--- src/rtl/spi_frame_engine.sv ---
// SPI mode-0 burst engine: shifts cmd_word out num_frames+1 times and writes each received word to a FIFO.
// Define SPI_LOOPBACK_EN to sample mosi internally instead of the miso port.
module spi_frame_engine #(
  parameter int CLK_DIV = 4,
  parameter int CS_GAP  = 4
) (
  input  logic        clk,
  input  logic        reset,
  input  logic        start,
  input  logic [7:0]  num_frames,
  input  logic [15:0] cmd_word,
  input  logic        miso,
  input  logic        fifo_full,
  output logic        sclk,
  output logic        cs_b,
  output logic        mosi,
  output logic [31:0] result_data,
  output logic        result_wr_en,
  output logic        busy,
  output logic        done,
  output logic        overflow
);

  typedef enum logic [2:0] {IDLE, CS_SETUP, SHIFT, CS_HOLD, GAP, DONE} state_t;

  localparam logic [7:0] DIV_LAST = 8'(CLK_DIV - 1);
  localparam logic [7:0] GAP_LAST = 8'(CS_GAP - 1);

  state_t      state;
  logic [7:0]  cnt;
  logic [3:0]  bit_cnt;
  logic [15:0] cmd_lat;
  logic [15:0] cmd_sh;
  logic [15:0] rx_word;
  logic [7:0]  nf_lat;
  logic [7:0]  frame_idx;
  logic        sample;

`ifdef SPI_LOOPBACK_EN
  logic unused_miso;
  assign unused_miso = miso;
  assign sample      = mosi;
`else
  assign sample = miso;
`endif

  always_ff @(posedge clk) begin
    if (reset) begin
      state        <= IDLE;
      cnt          <= 8'd0;
      bit_cnt      <= 4'd0;
      cmd_lat      <= 16'd0;
      cmd_sh       <= 16'd0;
      rx_word      <= 16'd0;
      nf_lat       <= 8'd0;
      frame_idx    <= 8'd0;
      sclk         <= 1'b0;
      cs_b         <= 1'b1;
      mosi         <= 1'b0;
      result_data  <= 32'd0;
      result_wr_en <= 1'b0;
      busy         <= 1'b0;
      done         <= 1'b0;
      overflow     <= 1'b0;
    end else begin
      result_wr_en <= 1'b0;
      done         <= 1'b0;
      case (state)
        IDLE: begin
          if (start) begin
            cmd_lat   <= cmd_word;
            cmd_sh    <= cmd_word;
            nf_lat    <= num_frames;
            frame_idx <= 8'd0;
            mosi      <= cmd_word[15];
            cs_b      <= 1'b0;
            busy      <= 1'b1;
            cnt       <= 8'd0;
            state     <= CS_SETUP;
          end
        end
        CS_SETUP: begin
          if (cnt == DIV_LAST) begin
            cnt     <= 8'd0;
            bit_cnt <= 4'd0;
            state   <= SHIFT;
          end else begin
            cnt <= cnt + 8'd1;
          end
        end
        SHIFT: begin
          if (cnt == DIV_LAST) begin
            cnt <= 8'd0;
            if (!sclk) begin
              sclk    <= 1'b1;
              rx_word <= {rx_word[14:0], sample};
            end else begin
              sclk <= 1'b0;
              if (bit_cnt == 4'd15) begin
                state <= CS_HOLD;
              end else begin
                // next command bit goes out on the falling edge
                bit_cnt <= bit_cnt + 4'd1;
                cmd_sh  <= {cmd_sh[14:0], 1'b0};
                mosi    <= cmd_sh[14];
              end
            end
          end else begin
            cnt <= cnt + 8'd1;
          end
        end
        CS_HOLD: begin
          if (cnt == DIV_LAST) begin
            cnt         <= 8'd0;
            cs_b        <= 1'b1;
            mosi        <= 1'b0;
            result_data <= {frame_idx, 8'h00, rx_word};
            if (fifo_full) overflow     <= 1'b1;
            else           result_wr_en <= 1'b1;
            state <= GAP;
          end else begin
            cnt <= cnt + 8'd1;
          end
        end
        GAP: begin
          if (cnt == GAP_LAST) begin
            cnt <= 8'd0;
            if (frame_idx < nf_lat) begin
              frame_idx <= frame_idx + 8'd1;
              cmd_sh    <= cmd_lat;
              mosi      <= cmd_lat[15];
              cs_b      <= 1'b0;
              state     <= CS_SETUP;
            end else begin
              done  <= 1'b1;
              state <= DONE;
            end
          end else begin
            cnt <= cnt + 8'd1;
          end
        end
        DONE: begin
          busy  <= 1'b0;
          state <= IDLE;
        end
        default: state <= IDLE;
      endcase
    end
  end

endmodule

--- config.mk ---
export PLATFORM = sky130hd
export DESIGN_NAME = spi_frame_engine
export DESIGN_NICKNAME = d
export VERILOG_FILES = /design/src/rtl/spi_frame_engine.sv
export SDC_FILE = /design/constraint.sdc
export NUM_CORES = 1
export LEC_CHECK = 0
export CAP_MARGIN = 30
export CORE_ASPECT_RATIO = 0.9
export CORE_MARGIN = 1.5
export CORE_UTILIZATION = 55
export DETAILED_ROUTE_END_ITERATION = 8
export PLACE_DENSITY_LB_ADDON = 0.15
export SYNTH_ARGS = -nofsm -noshare
export SYNTH_HDL_FRONTEND = slang
export SYNTH_SLANG_ARGS = --single-unit
--- constraint.sdc ---
create_clock -name clk -period 3 [get_ports clk]
set_clock_uncertainty 0.15 [all_clocks]
set_input_delay 0.45 -clock clk [delete_from_list [all_inputs] [get_ports clk]]
set_output_delay 0.45 -clock clk [all_outputs]
set_load 0.005 [all_outputs]
# Yosys cells after proc, flatten, opt, wreduce, memory -nomap -nowiden
# Index checks and enable logic that the tools add are counted.
dict set report totals {
  reg_bits 109
  latchBits 0
  mem_bits_rw 0
  rom_bits 0
  in_bits 29
  wordCells 109
  n_memories 0
}
dict set report op_classes {
  addsub 3
  n_mul 0
  div 0
  magnitude_cmp 1
  eq_ne 16
  n_shift 0
  muxes 45
  bitwise 4
  n_reduce_logical 24
}
# op count
set ops {}
lappend ops {{15-bit two-way mux} 6}
lappend ops {{15-bit one-hot mux with 3 select lines} 1}
lappend ops {{8-bit two-way mux} 4}
lappend ops {{8-bit one-hot mux with 2 select lines} 2}
lappend ops {{3-bit two-way mux} 8}
lappend ops {{2-bit inequality test (second input constant)} 9}
lappend ops {{8-bit by 1-bit adder with 8-bit output (second input constant)} 2}
lappend ops {{4-bit two-way mux} 4}
lappend ops {{1-bit two-way mux} 15}
lappend ops {{3-bit one-hot mux with 5 select lines} 1}
lappend ops {{7-bit AND reduction} 2}
lappend ops {{2-bit AND reduction} 5}
lappend ops {{5-bit AND reduction} 2}
lappend ops {{8-bit by 2-bit equality test with 1-bit output (second input constant)} 1}
lappend ops {{8-bit < comparator} 1}
lappend ops {{4-bit one-hot mux with 2 select lines} 1}
lappend ops {{8-bit AND reduction} 1}
lappend ops {{2-bit nonzero test} 4}
lappend ops {{3-bit by 2-bit equality test with 1-bit output (second input constant)} 2}
lappend ops {{3-bit equality test (second input constant)} 2}
lappend ops {{3-bit AND reduction} 2}
lappend ops {{3-bit nonzero test} 2}
lappend ops {{3-bit OR reduction} 2}
lappend ops {{4-bit by 1-bit adder with 4-bit output (second input constant)} 1}
lappend ops {{other kinds (10)} 13}

# Depth between registers and ports, before layout
# Gate-level depths: netlist (run 1).
dict set report depth {
  word_depth 5
  mapped_depth 9
}

# Worst setup path before layout (run 1)
# Ideal clock, no wire load.
dict set report synth_timing {
  path_type {register -> register}
  start {register cnt[0]}
  end {register cmd_sh[10]}
  setup_ps 121
  arrival_time_ps 2307
  slack_ps 423
  stages_incl_launch_ff 8
  cell_sequence {dfxtp_1 ha_1 or4b_4 nor4_4 o2111ai_1 nand2_1 buf_4 mux2_2}
}
dict set report synth_via {
  elab_chain_cells 3
  word_cells_on_any_way 4
  classes_between {eq/ne: 3; reduce/logical: 1}
}
# element line_no
set synth_lines {}
lappend synth_lines {{start: declaration} 30} ;# logic [7:0] cnt;
lappend synth_lines {{start signal: assignment} 88} ;# cnt <= cnt + 8'd1;
lappend synth_lines {{start signal: assignment} 109} ;# cnt <= cnt + 8'd1;
lappend synth_lines {{start signal: assignment} 122} ;# cnt <= cnt + 8'd1;
lappend synth_lines {{8-bit by 2-bit equality test with 1-bit output *} {92, 126}}
lappend synth_lines {{2-bit inequality test (no line)} n/a}
lappend synth_lines {{7-bit AND reduction (no line) *} n/a}
lappend synth_lines {{end signal: assignment} 72} ;# cmd_sh <= cmd_word;
lappend synth_lines {{end signal: assignment} 104} ;# cmd_sh <= {cmd_sh[14:0], 1'b0};
lappend synth_lines {{end signal: assignment} 130} ;# cmd_sh <= cmd_lat;
lappend synth_lines {{end: declaration} 33} ;# logic [15:0] cmd_sh;
# Every way passes the cells marked *; elsewhere a longest branch is shown, timed or not.
# A chain may end at the register's enable or synchronous reset.

# Worst setup path in the final report (run 1)
dict set report layout_timing {
  start {register cnt[0]}
  end {register frame_idx[3]}
}
dict set report layout_via {
  elab_chain_cells 3
}
# element line_no
set layout_lines {}
lappend layout_lines {{8-bit by 2-bit equality test with 1-bit output} 126} ;# if (cnt == GAP_LAST) begin
lappend layout_lines {{2-bit inequality test (no line)} n/a}
lappend layout_lines {{4-bit AND reduction (no line)} n/a}
lappend layout_lines {{end signal: assignment} 129} ;# frame_idx <= frame_idx + 8'd1;
lappend layout_lines {{end: declaration} 36} ;# logic [7:0] frame_idx;
# No other way between the ends.

==> flow_metrics.tcl, run 1 <==
set metrics [dict create \
    dp.cells 742 \
    path_clk_slew_ps 100 \
    syn_area_sq_mm 0.00518 \
    fin_total_pwr_mw 2.63 \
    critical_path_class "register to register" \
    final_common_cell "dfxtp_1" \
    portBuffers 59 \
    fmax_mhz 356 \
    post-cts-setup-buffer-count 0 \
    rows 33 \
    ys.flop_type "dfxtp_1" \
    hp-class "register to register" \
    rr_endpoint "frame_idx[3]" \
    p_clk_share_pct 32.5 \
    synth_edf_count 0 \
    drv_cap 0 \
    vias 4407 \
    yosys_warnings 0 \
    slew_violations 0 \
    reg2reg_depth 6 \
    period_needed_ps 2810 \
    intPower_mw 1.94 \
    htree_levels 3 \
    vdd_ir_drop_max_mv 0.373 \
    max_slew.worst_pin.slew_ps 597 \
    power_density_mw_per_mm2 434 \
    drc_errors 0 \
    cp_data_arrival_time_ps 2960 \
    die-width_um 105 \
    drt_iter0_markers 244 \
    cp-endpoint "frame_idx[3]" \
    die_area_sq_mm 0.0100 \
    cellLeakagePower_nw 2.19 \
    ys_types 60 \
    synth_seq_cells 109 \
    grt_antenna_before_repair 0 \
    hpwl_mm 7.83 \
    vias_per_cell 5.81 \
    async_flop_share_pct 0 \
    dpl_cell_area_sq_mm 0.00588 \
    crit_start "cnt[0]" \
    clockBufferDepth 2 \
    start_kind "register" \
    p_switching_mw 0.689 \
    cp-end-kind "register" \
    tns_ps 0 \
    synthCells 584 \
    grt_use_total_pct 24.4 \
    pwr-share-comb_pct 10.3 \
    hold_violations 0 \
    cts_root_buffer "clkbuf_8" \
    place.gp.congestion 0.860 \
    reg2reg_from "cnt[0]" \
    num_io_pins 68 \
    grt_max_degree 47 \
    synth.avg_cell_area_sq_um 8.88 \
    final_cells 758 \
    area_growth_pct 17.2 \
    swShare_pct 26.2 \
    dieHeight_um 95.1 \
    post_cts_resized 0 \
    clkSinkCount 109 \
    ys_seq_area_share_pct 42.1 \
    drt-total-wl_mm 11.9 \
    min_period_over_period_pct 93.7 \
    cts_tree "built" \
    grt_pass1_vias 4037 \
    clock_latency_ps 380 \
    antenna_cells 0 \
    setup_violations 0 \
    relSlewSlack_pct 60.1 \
    final_util_pct 66.6 \
    drive_gt1_share_pct 9.59 \
    cp_max_fo 8 \
    initial_utilization_pct 56.8 \
    critPathRequiredTime_ps 3150 \
    status "finished, final reports clean" \
    ant_nets 0 \
    seqPwrFrac_pct 57.2 \
    fin_area_sq_mm 0.00607 \
    firstDrtPassIters 7 \
    reg2reg_slack_ps 190 \
    coreArea_sq_mm 0.00913 \
    ctsHoldBuffers 0 \
    numCtsBuffers 9 \
    overflow 0 \
    grt_pass1_wl_mm 19.5 \
    rsz0062_at_grt "no" \
    fin_nets 670 \
    wire_per_inst_um 15.7 \
    final_cell_mix "dfxtp_1, nand2_1, nor2_1, clkdlybuf4s50_1, mux2i_1" \
]
-- worst min-delay path by stage --
| stage | depth (start not counted) | endpoint | from | slack (ps) |
|---|---|---|---|---|
| finish | 2 | cmd_lat[11] | cmd_lat[11] | 310 |
| global route | 2 | cmd_lat[10] | cmd_lat[10] | 340 |
| CTS | 2 | cmd_lat[12] | cmd_lat[12] | 310 |
| detailed placement | 2 | cmd_lat[12] | cmd_lat[12] | 300 |
| global placement | 2 | cmd_lat[14] | cmd_lat[14] | 290 |
| floorplan | 2 | cmd_lat[0] | cmd_lat[0] | 290 |
-- cell families after synthesis --
logic type                 count (synthesis)  share of synthesized area (%)
and+or+nand+nor                          196                           18.3
AOI/OAI and AO/OA                        119                           16.6
DFF                                      109                           42.1
buffers and inverters                     80                           7.07
muxes                                     62                           12.3
adders and majority gates                 10                           2.41
xor gates and xnor gates                   7                           1.18
other                                      1                         0.0723
-- per-stage QoR --
| stage | hold slack [ps] | setup slack [ps] |
|---|---|---|
| floorplan | 286 | 423 |
| global placement | 292 | 394 |
| detailed placement | 299 | 250 |
| CTS | 314 | 224 |
| global route | 337 | 15.3 |
| finish | 313 | 189 |
-- power by group through the flow --
| stage | logic (mW) | clock network, mW | registers (mW) |
|---|---|---|---|
| finish | 0.271 | 0.856 | 1.51 |
| CTS | 0.271 | 0.878 | 1.51 |
| floorplan | 0.172 | 0 | 1.53 |
| global route | 0.300 | 0.938 | 1.51 |
| detailed placement | 0.269 | 0 | 1.54 |
| global placement | 0.260 | 0 | 1.54 |
-- synth_stat cells (5+ instances only) --
master      n  share of area (%)
dfxtp_1   109                 42
nand2_1    67                4.9
nor2_1     63                4.6
mux2i_1    48                9.3
a21oi_1    38                3.7
clkbuf_1   32                2.3
inv_1      28                2.0
o221ai_1   28                4.7
nor2b_1    18                2.2
a221oi_1   17                2.9
mux2_2     14                3.0
buf_4      10                1.4
ha_1       10                2.4
nand3_1     7               0.68
o21ai_0     7               0.68
nand4_1     6               0.72
xor2_1      6                1.0
nor3_1      5               0.48
or3_1       5               0.60
-- critical path: stages (launching register included) --
cell and delay, ps:
dfxtp_1 430, ha_1 230, or4b_4 500, nor4_4 380, o211ai_1 280, or4_1 550
a311oi_2 200
-- metal layers --
metal | vias up | part of all wire [%] | track usage [%]
met2 | 115 | 48 | 41.9
li1 | 2165 | - | -
met1 | 2117 | 45 | 30.5
met4 | 0 | 1.1 | 6.39
met5 | - | 0 | 0
met3 | 10 | 5.8 | 6.63
-- cell type report --
cell class | count | area, sq um
repair buffers | 80 | 771
inverters | 29 | 109
clock inverters | 6 | 51.3
clock buffers | 10 | 138
fillers | 767 | 3050
well taps | 122 | 153
flip-flops and latches | 109 | 2180
multi-input cells | 402 | 2670
-- state kept, by name, indices dropped and copies added (netlist names), 3 cells and up --
signal and flops:
cnt 8, frame_idx 8, bit_cnt 4, rx_word 16, nf_lat 8, cmd_sh 15
result_data 24, state 3, cmd_lat 16
(Power assumes the default switching activity.)
==> run 2: changes to the inputs <==
- SETUP_SLACK_MARGIN: unset -> 0.2
==> flow_metrics.tcl, run 2 (synthesis results as in run 1) <==
set metrics [dict create \
    p_clk_share_pct 32.5 \
    setup_violations 0 \
    numCtsBuffers 9 \
    cts_tree "built" \
    reg2reg_depth 7 \
    seqPwrFrac_pct 57.2 \
    cellLeakagePower_nw 2.19 \
    critPathRequiredTime_ps 3150 \
    htree_levels 3 \
    drv_cap 0 \
    clock_latency_ps 380 \
    dieHeight_um 95.1 \
    ctsHoldBuffers 0 \
    cp-end-kind "register" \
    intPower_mw 1.95 \
    fmax_mhz 372 \
    vias_per_cell 5.81 \
    grt_max_degree 47 \
    hp-class "register to register" \
    cp_max_fo 8 \
    path_cells "ha_2 -> or4b_4 -> nor4_4 -> buf_4 -> o211ai_1 -> or4_1 -> a311oi_2" \
    drc_errors 0 \
    drt_iter0_markers 213 \
    cp_top_family "simple AND/OR/NAND/NOR gates" \
    drive_gt1_share_pct 10.4 \
    cp_data_arrival_time_ps 2840 \
    largest-register "result_data" \
    area_growth_pct 17.5 \
    top_regs "result_data: 24 flops, cmd_lat: 16 flops, rx_word: 16 flops" \
    hold-path-cell-count 2 \
    power_density_mw_per_mm2 433 \
    vdd_ir_drop_max_mv 0.373 \
    firstDrtPassIters 4 \
    grt_pass1_wl_mm 19.5 \
    reg2reg_slack_ps 310 \
    num_io_pins 68 \
    pre_cts_ws_ps 250 \
    p_switching_mw 0.690 \
    pwr-share-comb_pct 10.3 \
    ant_nets 0 \
    max_slew.worst_pin.slew_ps 589 \
    cts_root_buffer "clkbuf_8" \
    relSlewSlack_pct 60.7 \
    drt-total-wl_mm 11.9 \
    start_kind "register" \
    antenna_cells 0 \
    hpwl_mm 7.83 \
    hold_start "cmd_lat[11]" \
    rows 33 \
    clkSinkCount 109 \
    wire_per_inst_um 15.6 \
    final_cells 759 \
    reg2reg_from "cnt[0]" \
    tns_ps 0 \
    overflow 0 \
    die-width_um 105 \
    slew_violations 0 \
    hold_violations 0 \
    period_needed_ps 2690 \
    crit_buf_inv 1 \
    max_stage_delay_ps 530 \
    critical_path_class "register to register" \
    clockBufferDepth 2 \
    die_area_sq_mm 0.0100 \
    dpl_cell_area_sq_mm 0.00588 \
    place.gp.congestion 0.860 \
    grt_use_total_pct 24.4 \
    grt_antenna_before_repair 0 \
    path_clk_slew_ps 100 \
    fin_nets 671 \
    hold_end "cmd_lat[11]" \
    portBuffers 59 \
    final_cell_mix "dfxtp_1, nand2_1, nor2_1, clkdlybuf4s50_1, mux2i_1" \
    cp_slowest_cell "or4_1" \
    rr_endpoint "frame_idx[3]" \
    swShare_pct 26.2 \
    final_common_cell "dfxtp_1" \
    min_period_over_period_pct 89.6 \
    dp.cells 742 \
    coreArea_sq_mm 0.00913 \
    fin_ws_ps 312 \
    crit_cells 7 \
    vias 4411 \
    rsz0062_at_grt "no" \
    initial_utilization_pct 56.8 \
    fin_area_sq_mm 0.00609 \
    status "finished, final reports clean" \
    grt_pass1_vias 4037 \
    largest_reg_flops 24 \
]
[run 2: changes by cell type in the layout (fill, tap and decap cells not counted)]
cell	previous run	this run
dfxtp_1	109	107
dfxtp_2	0	2
a31oi_1	4	3
a31oi_2	0	1
buf_4	20	21
ha_1	10	9
ha_2	0	1
[run 2: per-stage QoR]
step / power (mW) / hold slack, ps / utilization [%]
after floorplan: 1.71 / 286 / -
after global routing: 2.75 / 337 / 66.8
after detailed placement: 1.81 / 299 / 64.5
after global placement: 1.80 / 292 / 64.5
after CTS: 2.65 / 314 / 66.6
final: 2.64 / 312 / 66.8
[run 2: worst max path at each step]
stage,to,start,slack (ps)
after CTS,frame_idx[3],cnt[0],220
final,frame_idx[3],cnt[0],310
after global routing,frame_idx[3],cnt[0],210
after global placement,frame_idx[3],cnt[0],390
after detailed placement,frame_idx[3],cnt[0],250
after floorplan,cmd_sh[10],cnt[0],420
[run 2: area by class of cell]
type	count	area [sq um]
Inverter	29	109
Clock buffer	10	138
Multi-Input combinational cell	402	2680
Timing Repair Buffer	81	778
Clock inverter	6	51.3
Fill cell	766	3030
Tap cell	122	153
Sequential cell	109	2180
[run 2: what timing repair did]
action	CTS	global route
buffers inserted	0	1
endpoints found under the setup margin	0	33
resized for setup	0	4
[run 2: power groups by stage]
| stage | combinational, mW | clock [mW] | sequential (mW) |
|---|---|---|---|
| 2_1_floorplan | 0.172 | 0 | 1.53 |
| 3_3_place_gp | 0.260 | 0 | 1.54 |
| 3_5_place_dp | 0.269 | 0 | 1.54 |
| 4_1_cts | 0.271 | 0.878 | 1.51 |
| 5_1_grt | 0.301 | 0.938 | 1.51 |
| 6_report | 0.273 | 0.857 | 1.51 |
[run 2: layer usage]
metal | track usage (%) | up-vias | part of all wire (%)
met2 | 41.9 | 111 | 48
li1 | - | 2165 | -
met3 | 6.63 | 8 | 5.3
met5 | 0 | - | 0
met4 | 6.39 | 0 | 1.0
met1 | 30.5 | 2127 | 46
[run 2: worst register-to-register path: stages, from the launching register on]
cell and delay [ps]:
dfxtp_2 390, ha_2 210, or4b_4 480, nor4_4 270
buf_4 190, o211ai_1 170, or4_1 530, a311oi_2 200
